**src/rtl/pipeline_job_sequencer_pkg.sv**
```systemverilog
// Shared definitions for the job sequencer: FSM states, bus widths and
// the bit positions of the fields packed into a pipeline result word.
package pipeline_job_sequencer_pkg;

    typedef enum logic [2:0] {
        IDLE     = 3'd0,
        LOAD_TOP = 3'd1,
        FEED     = 3'd2,
        DRAIN    = 3'd3,
        REPORT   = 3'd4
    } seq_state_t;

    localparam int BOT_W    = 128;
    localparam int RESULT_W = 64;

    // Result word layout: {13'b0, pcoeff[50:48], 10'b0, summed[37:0]}
    localparam int RES_SUMMED_LSB = 0;
    localparam int RES_SUMMED_W   = 38;
    localparam int RES_PCOEFF_LSB = 48;
    localparam int RES_PCOEFF_W   = 3;

    // Increment that sticks at all-ones instead of wrapping.
    function automatic logic [31:0] sat_inc32(input logic [31:0] v);
        return (v == 32'hFFFF_FFFF) ? v : v + 32'd1;
    endfunction

endpackage

```
**src/rtl/pipeline_job_sequencer_accumulator.sv**
```systemverilog
// Result side of the sequencer: extracts the result fields, sums them and
// tracks how many issued bots are still waiting for their result.
import pipeline_job_sequencer_pkg::*;

module job_result_accumulator #(
    parameter int BOT_CNT_W = 32,
    parameter int SUM_W     = 64,
    parameter int PCOEFF_W  = 32
) (
    input  logic                 clk,
    input  logic                 rst,
    input  logic                 clear,
    input  logic                 issue,
    input  logic                 resultValid,
    input  logic [RESULT_W-1:0]  result,
    output logic [SUM_W-1:0]     sum,
    output logic [PCOEFF_W-1:0]  pcoeff,
    output logic [BOT_CNT_W-1:0] outstandingNext,
    output logic                 spurious
);

    logic [BOT_CNT_W-1:0]    outstanding;
    logic [RES_SUMMED_W-1:0] summedField;
    logic [RES_PCOEFF_W-1:0] pcoeffField;
    logic                    take;
    logic                    unusedResultBits;

    assign summedField = result[RES_SUMMED_LSB +: RES_SUMMED_W];
    assign pcoeffField = result[RES_PCOEFF_LSB +: RES_PCOEFF_W];
    // The padding bits of the result word carry no information.
    assign unusedResultBits = ^{result[RESULT_W-1:RES_PCOEFF_LSB+RES_PCOEFF_W],
                                result[RES_PCOEFF_LSB-1:RES_SUMMED_LSB+RES_SUMMED_W]};

    // A result only counts when some issued bot is still waiting for it.
    assign take = resultValid && (outstanding != '0);

    // Outstanding after this cycle: an issue and a taken result cancel out.
    always_comb begin
        outstandingNext = outstanding;
        if (issue && !take) begin
            outstandingNext = outstanding + 1'b1;
        end else if (!issue && take) begin
            outstandingNext = outstanding - 1'b1;
        end
    end

    // Accumulators, outstanding counter and the sticky spurious-result flag.
    always_ff @(posedge clk) begin
        if (rst) begin
            sum         <= '0;
            pcoeff      <= '0;
            outstanding <= '0;
            spurious    <= 1'b0;
        end else begin
            if (resultValid && !take) begin
                spurious <= 1'b1;
            end
            if (clear) begin
                sum         <= '0;
                pcoeff      <= '0;
                outstanding <= '0;
            end else begin
                if (take) begin
                    sum    <= sum + SUM_W'(summedField);
                    pcoeff <= pcoeff + PCOEFF_W'(pcoeffField);
                end
                outstanding <= outstandingNext;
            end
        end
    end

endmodule

```
**src/rtl/pipeline_job_sequencer.sv**
```systemverilog
// Runs one job at a time through the permutation pipeline: loads the top,
// streams the job's bots under backpressure, waits for every result and
// then presents a single summary record.
import pipeline_job_sequencer_pkg::*;

module pipeline_job_sequencer #(
    parameter int BOT_CNT_W = 32,
    parameter int SUM_W     = 64,
    parameter int PCOEFF_W  = 32
) (
    input  logic                 clk,
    input  logic                 rst,
    input  logic                 jobValid,
    output logic                 jobReady,
    input  logic [BOT_W-1:0]     jobTop,
    input  logic [BOT_CNT_W-1:0] jobBotCount,
    input  logic                 botInValid,
    output logic                 botInReady,
    input  logic [BOT_W-1:0]     botIn,
    output logic                 pipeStartNewTop,
    output logic [BOT_W-1:0]     pipeBot,
    output logic                 pipeBotValid,
    input  logic                 pipeReady,
    input  logic                 pipeResultValid,
    input  logic [RESULT_W-1:0]  pipeResult,
    output logic                 doneValid,
    input  logic                 doneReady,
    output logic [SUM_W-1:0]     doneSum,
    output logic [PCOEFF_W-1:0]  donePcoeff,
    output logic [31:0]          doneCycles,
    output logic                 errSpurious
);

    seq_state_t           state;
    seq_state_t           stateNext;
    logic [BOT_W-1:0]     topLatched;
    logic [BOT_CNT_W-1:0] botCount;
    logic [BOT_CNT_W-1:0] issued;
    logic [BOT_CNT_W-1:0] outstandingNext;
    logic [31:0]          cycleCount;
    logic                 accept;
    logic                 issue;
    logic                 lastIssue;

    assign accept     = (state == IDLE) && jobValid;
    assign issue      = (state == FEED) && botInValid && pipeReady;
    assign lastIssue  = issue && (issued == botCount - 1'b1);
    assign doneCycles = cycleCount;

    // State register.
    always_ff @(posedge clk) begin
        if (rst) begin
            state <= IDLE;
        end else begin
            state <= stateNext;
        end
    end

    // Job descriptor capture; only meaningful once a job has been accepted.
    always_ff @(posedge clk) begin
        if (accept) begin
            topLatched <= jobTop;
            botCount   <= jobBotCount;
        end
    end

    // Issue counter and busy-cycle counter (counts LOAD_TOP/FEED/DRAIN cycles).
    always_ff @(posedge clk) begin
        if (rst) begin
            issued     <= '0;
            cycleCount <= '0;
        end else if (accept) begin
            issued     <= '0;
            cycleCount <= '0;
        end else begin
            if (issue) begin
                issued <= issued + 1'b1;
            end
            if (state inside {LOAD_TOP, FEED, DRAIN}) begin
                cycleCount <= sat_inc32(cycleCount);
            end
        end
    end

    // Next-state and handshake outputs.
    always_comb begin
        stateNext       = state;
        jobReady        = 1'b0;
        botInReady      = 1'b0;
        pipeStartNewTop = 1'b0;
        pipeBot         = botIn;
        pipeBotValid    = 1'b0;
        doneValid       = 1'b0;
        case (state)
            IDLE: begin
                jobReady = 1'b1;
                if (jobValid) begin
                    stateNext = (jobBotCount == '0) ? REPORT : LOAD_TOP;
                end
            end
            LOAD_TOP: begin
                pipeStartNewTop = 1'b1;
                pipeBot         = topLatched;
                stateNext       = FEED;
            end
            FEED: begin
                pipeBotValid = botInValid;
                botInReady   = pipeReady;
                if (lastIssue) begin
                    stateNext = DRAIN;
                end
            end
            DRAIN: begin
                if (outstandingNext == '0) begin
                    stateNext = REPORT;
                end
            end
            REPORT: begin
                doneValid = 1'b1;
                if (doneReady) begin
                    stateNext = IDLE;
                end
            end
            default: stateNext = IDLE;
        endcase
    end

    job_result_accumulator #(
        .BOT_CNT_W (BOT_CNT_W),
        .SUM_W     (SUM_W),
        .PCOEFF_W  (PCOEFF_W)
    ) u_acc (
        .clk             (clk),
        .rst             (rst),
        .clear           (accept),
        .issue           (issue),
        .resultValid     (pipeResultValid),
        .result          (pipeResult),
        .sum             (doneSum),
        .pcoeff          (donePcoeff),
        .outstandingNext (outstandingNext),
        .spurious        (errSpurious)
    );

endmodule

```
**config.mk**
```make
export PLATFORM = sky130hd
export DESIGN_NAME = pipeline_job_sequencer
export DESIGN_NICKNAME = d
export VERILOG_FILES = /design/src/rtl/pipeline_job_sequencer_pkg.sv /design/src/rtl/pipeline_job_sequencer_accumulator.sv /design/src/rtl/pipeline_job_sequencer.sv
export SDC_FILE = /design/constraint.sdc
export NUM_CORES = 1
export LEC_CHECK = 0
export CELL_PAD_IN_SITES_DETAIL_PLACEMENT = 1
export CELL_PAD_IN_SITES_GLOBAL_PLACEMENT = 1
export CORE_AREA = 2 2 240 242
export CTS_BUF_LIST = sky130_fd_sc_hd__clkbuf_4 sky130_fd_sc_hd__clkbuf_8
export CTS_CLUSTER_DIAMETER = 40
export DETAILED_ROUTE_END_ITERATION = 8
export DIE_AREA = 0 0 242 244
export HOLD_SLACK_MARGIN = 0.05
export PLACE_DENSITY = 0.89
export RECOVER_POWER = 25
export SYNTH_ARGS = -nofsm -noshare
export SYNTH_HDL_FRONTEND = slang
export SYNTH_SLANG_ARGS = --single-unit
```
**constraint.sdc**
```tcl
create_clock -name clk -period 9.8 [get_ports clk]
set_clock_uncertainty 0.05 [all_clocks]
set_input_delay 1.96 -clock clk [delete_from_list [all_inputs] [get_ports clk]]
set_output_delay 1.96 -clock clk [all_outputs]
set_load 0.02 [all_outputs]
```
Word level (Yosys, flattened, before mapping)

Index checks and enable logic that the tools add are counted.

Register bits: 356
Latch bits: 0
Memory bits (writable): 0
Memory bits (read-only): 0
Output and inout bits: 262
Logic and storage cells: 59
Memories kept: 0

$add $sub $neg: 7
Multipliers: 0
Div/mod/pow operators: 0
$lt $le $gt $ge: 0
Equal/unequal tests: 10
Shift operators: 0
Mux-type cells: 14
Bitwise logic cells: 1
Reductions and logical operators: 18

Operators with widths:

| kind                    | count |
|---|---|
| $mux W128               | 1 |
| $add A32 B1 Y32 const B | 3 |
| $add A64 B38 Y64        | 1 |
| $logic_not A32 Y1       | 2 |
| $mux W32                | 2 |
| $sub A32 B1 Y32 const B | 2 |
| $add A32 B3 Y32         | 1 |
| $eq A32 B32 Y1          | 1 |
| $eq A32 B32 Y1 const B  | 1 |
| $reduce_bool A32 Y1     | 1 |
| $mux W3                 | 5 |
| $pmux W3 S5             | 1 |
| $logic_and A1 B1 Y1     | 8 |
| $eq A3 B2 Y1 const B    | 2 |
| $ne A2 B2 Y1 const B    | 3 |
| $mux W1                 | 5 |
| $reduce_and A4 Y1       | 1 |
| $eq A3 B1 Y1 const B    | 1 |
| $eq A3 B3 Y1 const B    | 1 |
| $logic_not A3 Y1        | 1 |
| $reduce_bool A3 Y1      | 1 |
| $logic_not A1 Y1        | 2 |
| $ne A2 B1 Y1 const B    | 1 |
| $reduce_and A2 Y1       | 1 |
| other kinds (2)         | 2 |

Logic depth before layout (Yosys ltp)

Depth in word-level cells: 10
Gate-level depth with buffers: 14
Depth with buffers taken out: 13

Hierarchy

From an unflattened synthesis, not the netlist that was laid out.

Cell total of the unflattened synthesis: 1984
Area, all modules: 19333.5 um2

By module, submodules not included:

| module                 | instances | cells each | area each (um2) | sequential area each (um2) |
|---|---|---|---|---|
| pipeline_job_sequencer | 1         | 860        | 10699.0         | 6145.9 |
| job_result_accumulator | 1         | 1124       | 8634.5          | 2582.5 |

Least setup slack after synthesis

Ideal clock, no wire load.

Path type: input -> register
From: input port jobValid
To: register cycleCount[19] (netlist: doneCycles[19])
Setup time: 0.128 ns
Arrival: 7.187 ns
Slack: 2.435 ns
Stages: 7
Buffers on the path: 3
Path through: nor2b_1 and2_1 or2_2 clkbuf_1 clkbuf_1 buf_1 nor2_1

Cells in the longest elaborated chain, start to end: 2

Ends and longest elaborated chain:

| element                           | RTL line                     | source |
|---|---|---|
| start: declaration                | pipeline_job_sequencer.sv:13 | `input logic jobValid,` |
| $logic_and A1 B1 Y1               | pipeline_job_sequencer.sv:45 | `assign accept = (state == IDLE) && jobValid;` |
| named net accept                  | pipeline_job_sequencer.sv:41 | `logic accept;` |
| $reduce_or A2 Y1 (no source line) | --                           |  |
| end signal: assignment            | pipeline_job_sequencer.sv:80 | `cycleCount <= sat_inc32(cycleCount);` |
| end: declaration                  | pipeline_job_sequencer.sv:40 | `logic [31:0] cycleCount;` |

The timed path passes the listed nets, and every way through them passes these cells.
A chain may end at the register's enable or synchronous reset.

Worst setup path after layout

From: input port jobValid
To: register u_acc.sum[42]

Cells in the longest elaborated chain, start to end: 2

Ends and longest elaborated chain:

| element                           | RTL line                                 | source |
|---|---|---|
| $logic_and A1 B1 Y1               | pipeline_job_sequencer.sv:45             |  |
| named net accept                  | pipeline_job_sequencer.sv:41             |  |
| $reduce_or A2 Y1 (no source line) | --                                       |  |
| end signal: assignment            | pipeline_job_sequencer_accumulator.sv:64 | `sum <= sum + SUM_W'(summedField);` |
| end: declaration                  | pipeline_job_sequencer_accumulator.sv:16 | `output logic [SUM_W-1:0] sum,` |

The timed path passes the listed nets, and every way through them passes these cells.

==> results.md <==
* MaxCap Viol Count at 1
* Fin area at ~28,000 um2
* CTS tree: done
* PnR Total Power at 6.83 mW
* Outcome: finished, violations left
* Std-Cell Rows at 87
* Kind of critical path: input port to register
* Drt pass-1 iters at 5
* Post-route ant nets at 0
* P_sw at 2.78 mW
* Hold-fix buffers, CTS at 0
* Critical path capture point type: register
* Reg power frac at 0.290
* Initial antenna violation count at 42
* Routed WL at 89,900 um
* CTS H-tree lvls at 3
* Unrepaired setup endpoints after global routing: no
* Global-route wire length before repair at 129,000 um
* Cts repair resizes at 0
* Post-DR wirelength/cell at 26.6 um
* Detailed Place HPWL at 71,000 um
* Crit Path Max Fanout at 84
* Clock sinks at 356
* Pleak at 9.86 nW
* Die Y-Extent at between 200 and 250 um
* Max transition margin at -1.40
* Initial DRC Count at 1,154
* Slew of the pin with the lowest slew margin at 3600 ps
* Die W at 242 um
* GRT Total Usage at 0.294
* Yosys reg bits at around 360
* Switching Fraction at 0.407
* Post-synth cell types at between 70 and 80
* Post-synthesis sequential area ratio at 0.459
* Pwr Density at 248 nW/um2
* Deepest clock path buffer count at 3
* Final min period at 7240 ps
* Primary FF master, synth: dfxtp_1
* Flop-to-flop setup slack at 4090 ps
* Final std cells w/o fill at 3,385
* Crit path required time at a little over 10,000 ps
* Worst Setup Start Kind: input port
* Worst Path Arrival at roughly 7700 ps
* Setup Buffers After CTS at 0
* Failing checks: capacitance limit, slew limit
* Syn Nets at 2,363
* Dpl ws at around 3700 ps
* Placed Cells at 3,224
* Commonest non-fill, non-tap cells in the layout: clkdlybuf4s50_1 (435), dfxtp_1 (196), nor2_1 (190)
* Layout cell share with drive strength beyond 1 at 0.116
* Core box area at 56,200 um2
* Max VDD drop at 0.000168 V
* Setup TNS at 0 ps
* GP Congestion at 1.10
* CTS Root Cell: clkbuf_8
* Number of global-route vias before repair at about 19k
* Post-Syn Area at 19,000 um2
* CTS buffer count at 79
* Synth-to-Final Area Change at 44.8%
* Fin. Hold Viols at 0
* Period utilization at 0.739
* EDFF count, synth at 160
* Yosys Warn Count at 0
* Mapped Cells at about 2.0k
* Power Internal at 4.05 mW
* Clock network fraction of total power at 0.277
* Fill count at 6,296
* I/O pin count at 621
* DRC violations left at 0
* Comb power frac at 0.433
* Final count of negative-setup-slack endpoints at 0
* Max Clk Rate at 138 MHz
* Nets@finish at 2,957
* Avg Cell Area, Syn at 9.72 um2
* Largest net degree at the start of global routing at 88
* Worst-path clk slew at 60 ps
* DR vias/cell at 5.46
* Post-synthesis async set-or-reset flop share at 0
* Grt total ovfl at 0
* # port buffers at approximately 600
* Fin. max-slew vios at 51
* Most common cell after layout, fill and taps aside: clkdlybuf4s50_1
* Min-Delay Path Class: register to register
* Clock latency on the worst-skew pair at 650 ps
* Final setup slack of the worst path at 2560 ps
* Placed instance area at 25,700 um2
* Die ar. at 59,000 um2
* Initial core utilization at 0.338
* Vias post-DR at 18.5k
[area by class of cell]
type	count	area, um2	area share
Clock buffer	98	1280	0.0465
Clock inverter	41	499	0.0181
Multi-Input combinational cell	1461	9780	0.355
Sequential cell	356	8730	0.317
Antenna cell	22	55.1	0.00200
Timing Repair Buffer	611	6080	0.221
Inverter	40	150	0.00546
Tap cell	756	946	0.0344
[layer usage]
metal	up-vias	share of wire	global-route usage
met5	-	0.00060	0
met4	8	0.064	0.159
met3	199	0.068	0.0750
met2	722	0.49	0.511
met1	9203	0.38	0.332
li1	8357	-	-
[state kept, by name, indices dropped and copies added (netlist names)]
name / cells
u_acc.spurious: 1
state: 3
doneCycles: 32
botCount: 32
u_acc.outstanding: 32
topLatched: 128
u_acc.pcoeff: 32
u_acc.sum: 64
issued: 32
[critical path, cell delays in order]
cell,delay (ps)
dlygate4sd3_1,670
nor2b_1,200
and2_0,2570
or2_4,1100
buf_4,660
nor2_1,140
mux2_2,290
[cell families after synthesis]
group	after synthesis	synth area share
and+or+nand+nor	759	0.201
DFF	356	0.459
AOI/OAI and AO/OA	333	0.113
xor gates and xnor gates	181	0.0834
muxes	139	0.0818
buffers and inverters	138	0.0280
adders and majority gates	49	0.0330
[power groups by stage]
stage | clock network [mW] | registers (mW) | logic [mW]
finish | 1.89 | 1.98 | 2.96
global route | 2.01 | 2.01 | 3.18
CTS | 1.94 | 1.97 | 2.95
detailed placement | 0 | 2.00 | 2.92
global placement | 0 | 1.98 | 2.82
floorplan | 0 | 2.00 | 1.85
[metrics by stage]
stage	util	hold WS, ps
2_1_floorplan	-	420
3_3_place_gp	0.457	409
3_5_place_dp	0.457	416
4_1_cts	0.489	428
5_1_grt	0.490	456
6_report	0.490	422
[final timing paths]
| path | from | end | depth (start not counted) |
|---|---|---|---|
| max | jobValid | u_acc.sum[42]$_SDFFE_PP0P_ | 7 |
| min | u_acc.spurious$_SDFFE_PP0P_ | u_acc.spurious$_SDFFE_PP0P_ | 2 |
| max reg2reg | state[2]$_SDFFE_PP0P_ | u_acc.sum[42]$_SDFFE_PP0P_ | 6 |
| min reg2reg | u_acc.spurious$_SDFFE_PP0P_ | u_acc.spurious$_SDFFE_PP0P_ | 2 |
[synth_stat cells, types with 4 or more instances]
master / number / area share
nor4_1: 34 / 0.011
a311oi_1: 4 / 0.0018
buf_1: 4 / 0.00079
o2111ai_1: 4 / 0.0018
edfxtp_1: 160 / 0.25
xor2_1: 100 / 0.046
mux2i_1: 8 / 0.0042
or2_2: 8 / 0.0026
o211ai_1: 11 / 0.0043
nor4_2: 4 / 0.0026
nand4_1: 52 / 0.017
o22ai_1: 5 / 0.0016
ha_1: 47 / 0.031
clkbuf_1: 87 / 0.017
nor2b_1: 16 / 0.0053
a22oi_1: 5 / 0.0020
a21oi_1: 117 / 0.031
a211o_1: 6 / 0.0028
and4_1: 12 / 0.0055
a31oi_1: 18 / 0.0059
nand2b_1: 13 / 0.0043
xnor2_1: 81 / 0.037
nor2_1: 191 / 0.038
or4_1: 15 / 0.0059
o21ai_0: 59 / 0.016
o21bai_1: 4 / 0.0016
or3_1: 36 / 0.012
nand2_1: 171 / 0.034
a32oi_1: 4 / 0.0018
buf_2: 5 / 0.0013
inv_1: 40 / 0.0079
and3_1: 43 / 0.014
o31ai_1: 10 / 0.0039
a21o_1: 32 / 0.013
nor3b_1: 5 / 0.0020
nor3_1: 53 / 0.014
mux2_2: 130 / 0.077
nand3_1: 71 / 0.019
and2_1: 18 / 0.0059
a211oi_1: 10 / 0.0039
dfxtp_1: 196 / 0.21
(Power assumes the default switching activity.)
==> patch, RTL diff (config.mk and constraints unchanged) <==
`PCOEFF_W` is set to 32 in 2 places; all go to 24.
--- a/src/rtl/pipeline_job_sequencer_accumulator.sv
+++ b/src/rtl/pipeline_job_sequencer_accumulator.sv
@@ -7,3 +7,3 @@
     parameter int SUM_W     = 64,
-    parameter int PCOEFF_W  = 32
+    parameter int PCOEFF_W  = 24
 ) (
--- a/src/rtl/pipeline_job_sequencer.sv
+++ b/src/rtl/pipeline_job_sequencer.sv
@@ -8,3 +8,3 @@
     parameter int SUM_W     = 64,
-    parameter int PCOEFF_W  = 32
+    parameter int PCOEFF_W  = 24
 ) (
Interface: changed (resized donePcoeff); port bits go from 621 to 613. The function was not compared with the original's and may differ.
==> patch against the unedited design <==
Largest cell class unchanged; wire length fell by 3.4%; first-iteration DRC count is 5.3% higher; power fell by 0.46%; sequential share of layout area shrank 0.15 points; sequential cell count fell by 8; synthesized area shrank 1.0%; setup slack lost 0.048 ns; worst hold slack improved by 0.0085 ns; the run still ends with max-capacitance violations, max-slew violations left; global-route usage shrank 1.0 points; final area decreased by 1.4%; largest power group unchanged.
==> patch: results (changes against the unedited design) <==
| Metric | Value |
|---|---|
| Synth Area in Compound Gates | `10.9% (-0.40 points)` |
| Async set-reset flop share out of synthesis | `0% (unchanged)` |
| Share of layout cells above drive strength 1 | `13.5% (+1.9 points)` |
| CTS buffer count | `77 (-2.5%)` |
| DP HPWL | `69100 µm (-2.8%)` |
| Placed insts | `3138 (-2.7%)` |
| Setup slack at placement | `3.74 ns (+0.0607 ns)` |
| GP Congestion | `1.07 (-3.2%)` |
| Seq/Total Area, Yosys | `45.5% (-0.38 points)` |
| Initial antenna violation count | `37 (-12%)` |
| Buffers on Ports | `589 (-1.3%)` |
| Setup bufs post-CTS | `0 (unchanged)` |
| Netlist cell types | `102 (+31%)` |
| First-pass GRT wire length | `124000 µm (-3.7%)` |
| Total GRT Usage | `28.4% (-1.0 points)` |
| Clk_lat worst skew | `0.67 ns (+0.02 ns)` |
| Ys Warns | `0 (unchanged)` |
| CP max stage cell | `and2_0` |
| Iteration-0 DRC Markers | `1215 (+5.3%)` |
| Drt total wl | `86900 µm (-3.4%)` |
| Lkg Pwr | `9.76 nW (-0.96%)` |
| Via count | `17666 (-4.5%)` |
| Rel. slew slack | `-177% (-37 points)` |
| 1st-pass router iterations | `5 (unchanged)` |
| Largest net degree at the start of global routing | `101 (+15%)` |
| Post-Syn Instances | `1868 (-4.5%)` |
| Syn Nets | `2276 (-3.7%)` |
| Post-Synth XOR/XNOR Area | `8.60% (+0.26 points)` |
| Status | `finished with violations` |
| Worst Setup SP | `jobValid` |
| Top delay family on crit path | `simple AND/OR/NAND/NOR gates` |
| Violated checks | `max-capacitance violations, max-slew violations` |
| Adder-Cell Fraction of Synth Area | `3.34% (+0.034 points)` |
| Largest stage delay, worst path | `2.96 ns (+0.39 ns)` |
| Worst IR Drop VDD | `191 µV (+13%)` |
| CP max FO | `100 (+19%)` |
| Placed cell areas | `0.0253 mm² (-1.5%)` |
| MaxCap Viol Count | `1 (unchanged)` |
| Top post-synthesis cells by area | `edfxtp_1 26%, dfxtp_1 20%, mux2_2 7.8%` |
| Final net count | `2869 (-3.0%)` |
| Non-filler cells, final | `3297 (-2.6%)` |
| Post-synthesis mux area share | `8.16% (-0.023 points)` |
| Worst Hold Launch | `u_acc.pcoeff[0]$_SDFFE_PP0P_` |
| Most instantiated cells after synthesis | `195 x nor2_1, 188 x dfxtp_1, 160 x edfxtp_1` |
| Clock-pin transition on the worst setup and hold timing paths | `0.06 ns (about the same)` |
| Final Max Slew Viols | `57 (+12%)` |
| Worst flop-to-flop path startpoint | `state[0]$_SDFFE_PP0P_` |
==> patch: cell types whose count changed after synthesis, sizes merged, moves of 10 or more <==
cell | before | now
xnor2 | 81 | 91
clkbuf | 88 | 62
nand2 | 171 | 148
or3 | 36 | 26
buf | 10 | 22
nor4 | 38 | 27
a21oi | 117 | 107
nor3 | 54 | 44
==> patch: final cells by class <==
| class | instances | area [µm²] |
|---|---|---|
| timing repair buffer | 600 | 5980 |
| inverter | 33 | 124 |
| fill | 6339 | 29000 |
| tap | 756 | 946 |
| clock buffer | 99 | 1260 |
| multi-input combinational | 1401 | 9670 |
| clock inverter | 40 | 543 |
| sequential | 348 | 8570 |
| antenna | 20 | 50.0 |
==> patch: metal layers <==
metal | GRT usage (%) | share of wire [%] | wire (µm) | vias to the layer above
met5 | 0 | 0.045 | 39 | -
met4 | 11.0 | 3.1 | 2680 | 6
met3 | 8.13 | 8.0 | 6990 | 131
met2 | 48.7 | 50 | 43000 | 674
met1 | 33.6 | 39 | 34100 | 8811
li1 | - | - | - | 8044
==> patch: tightest hold or removal path: stages (launching register included) <==
cell,delay [ns]
dfxtp_1,0.32
nand2_1,0.06
a21oi_1,0.06
==> patch: final timing paths <==
path                                                     end  slack (ns)  cells after the start
worst max-delay path               u_acc.sum[1]$_SDFFE_PP0P_        2.51                      5
worst min-delay path            u_acc.pcoeff[0]$_SDFFE_PP0P_        0.43                      2
worst max register to register     u_acc.sum[1]$_SDFFE_PP0P_        3.62                      5
worst min register to register  u_acc.pcoeff[0]$_SDFFE_PP0P_        0.43                      2
==> patch: power breakdown <==
part | switching (W) | total, W | internal, W
combinational | 0.00183 | 0.00296 | 0.00113
clock | 0.000755 | 0.00193 | 0.00117
sequential | 0.000196 | 0.00192 | 0.00172
total | 0.00278 | 0.00680 | 0.00402
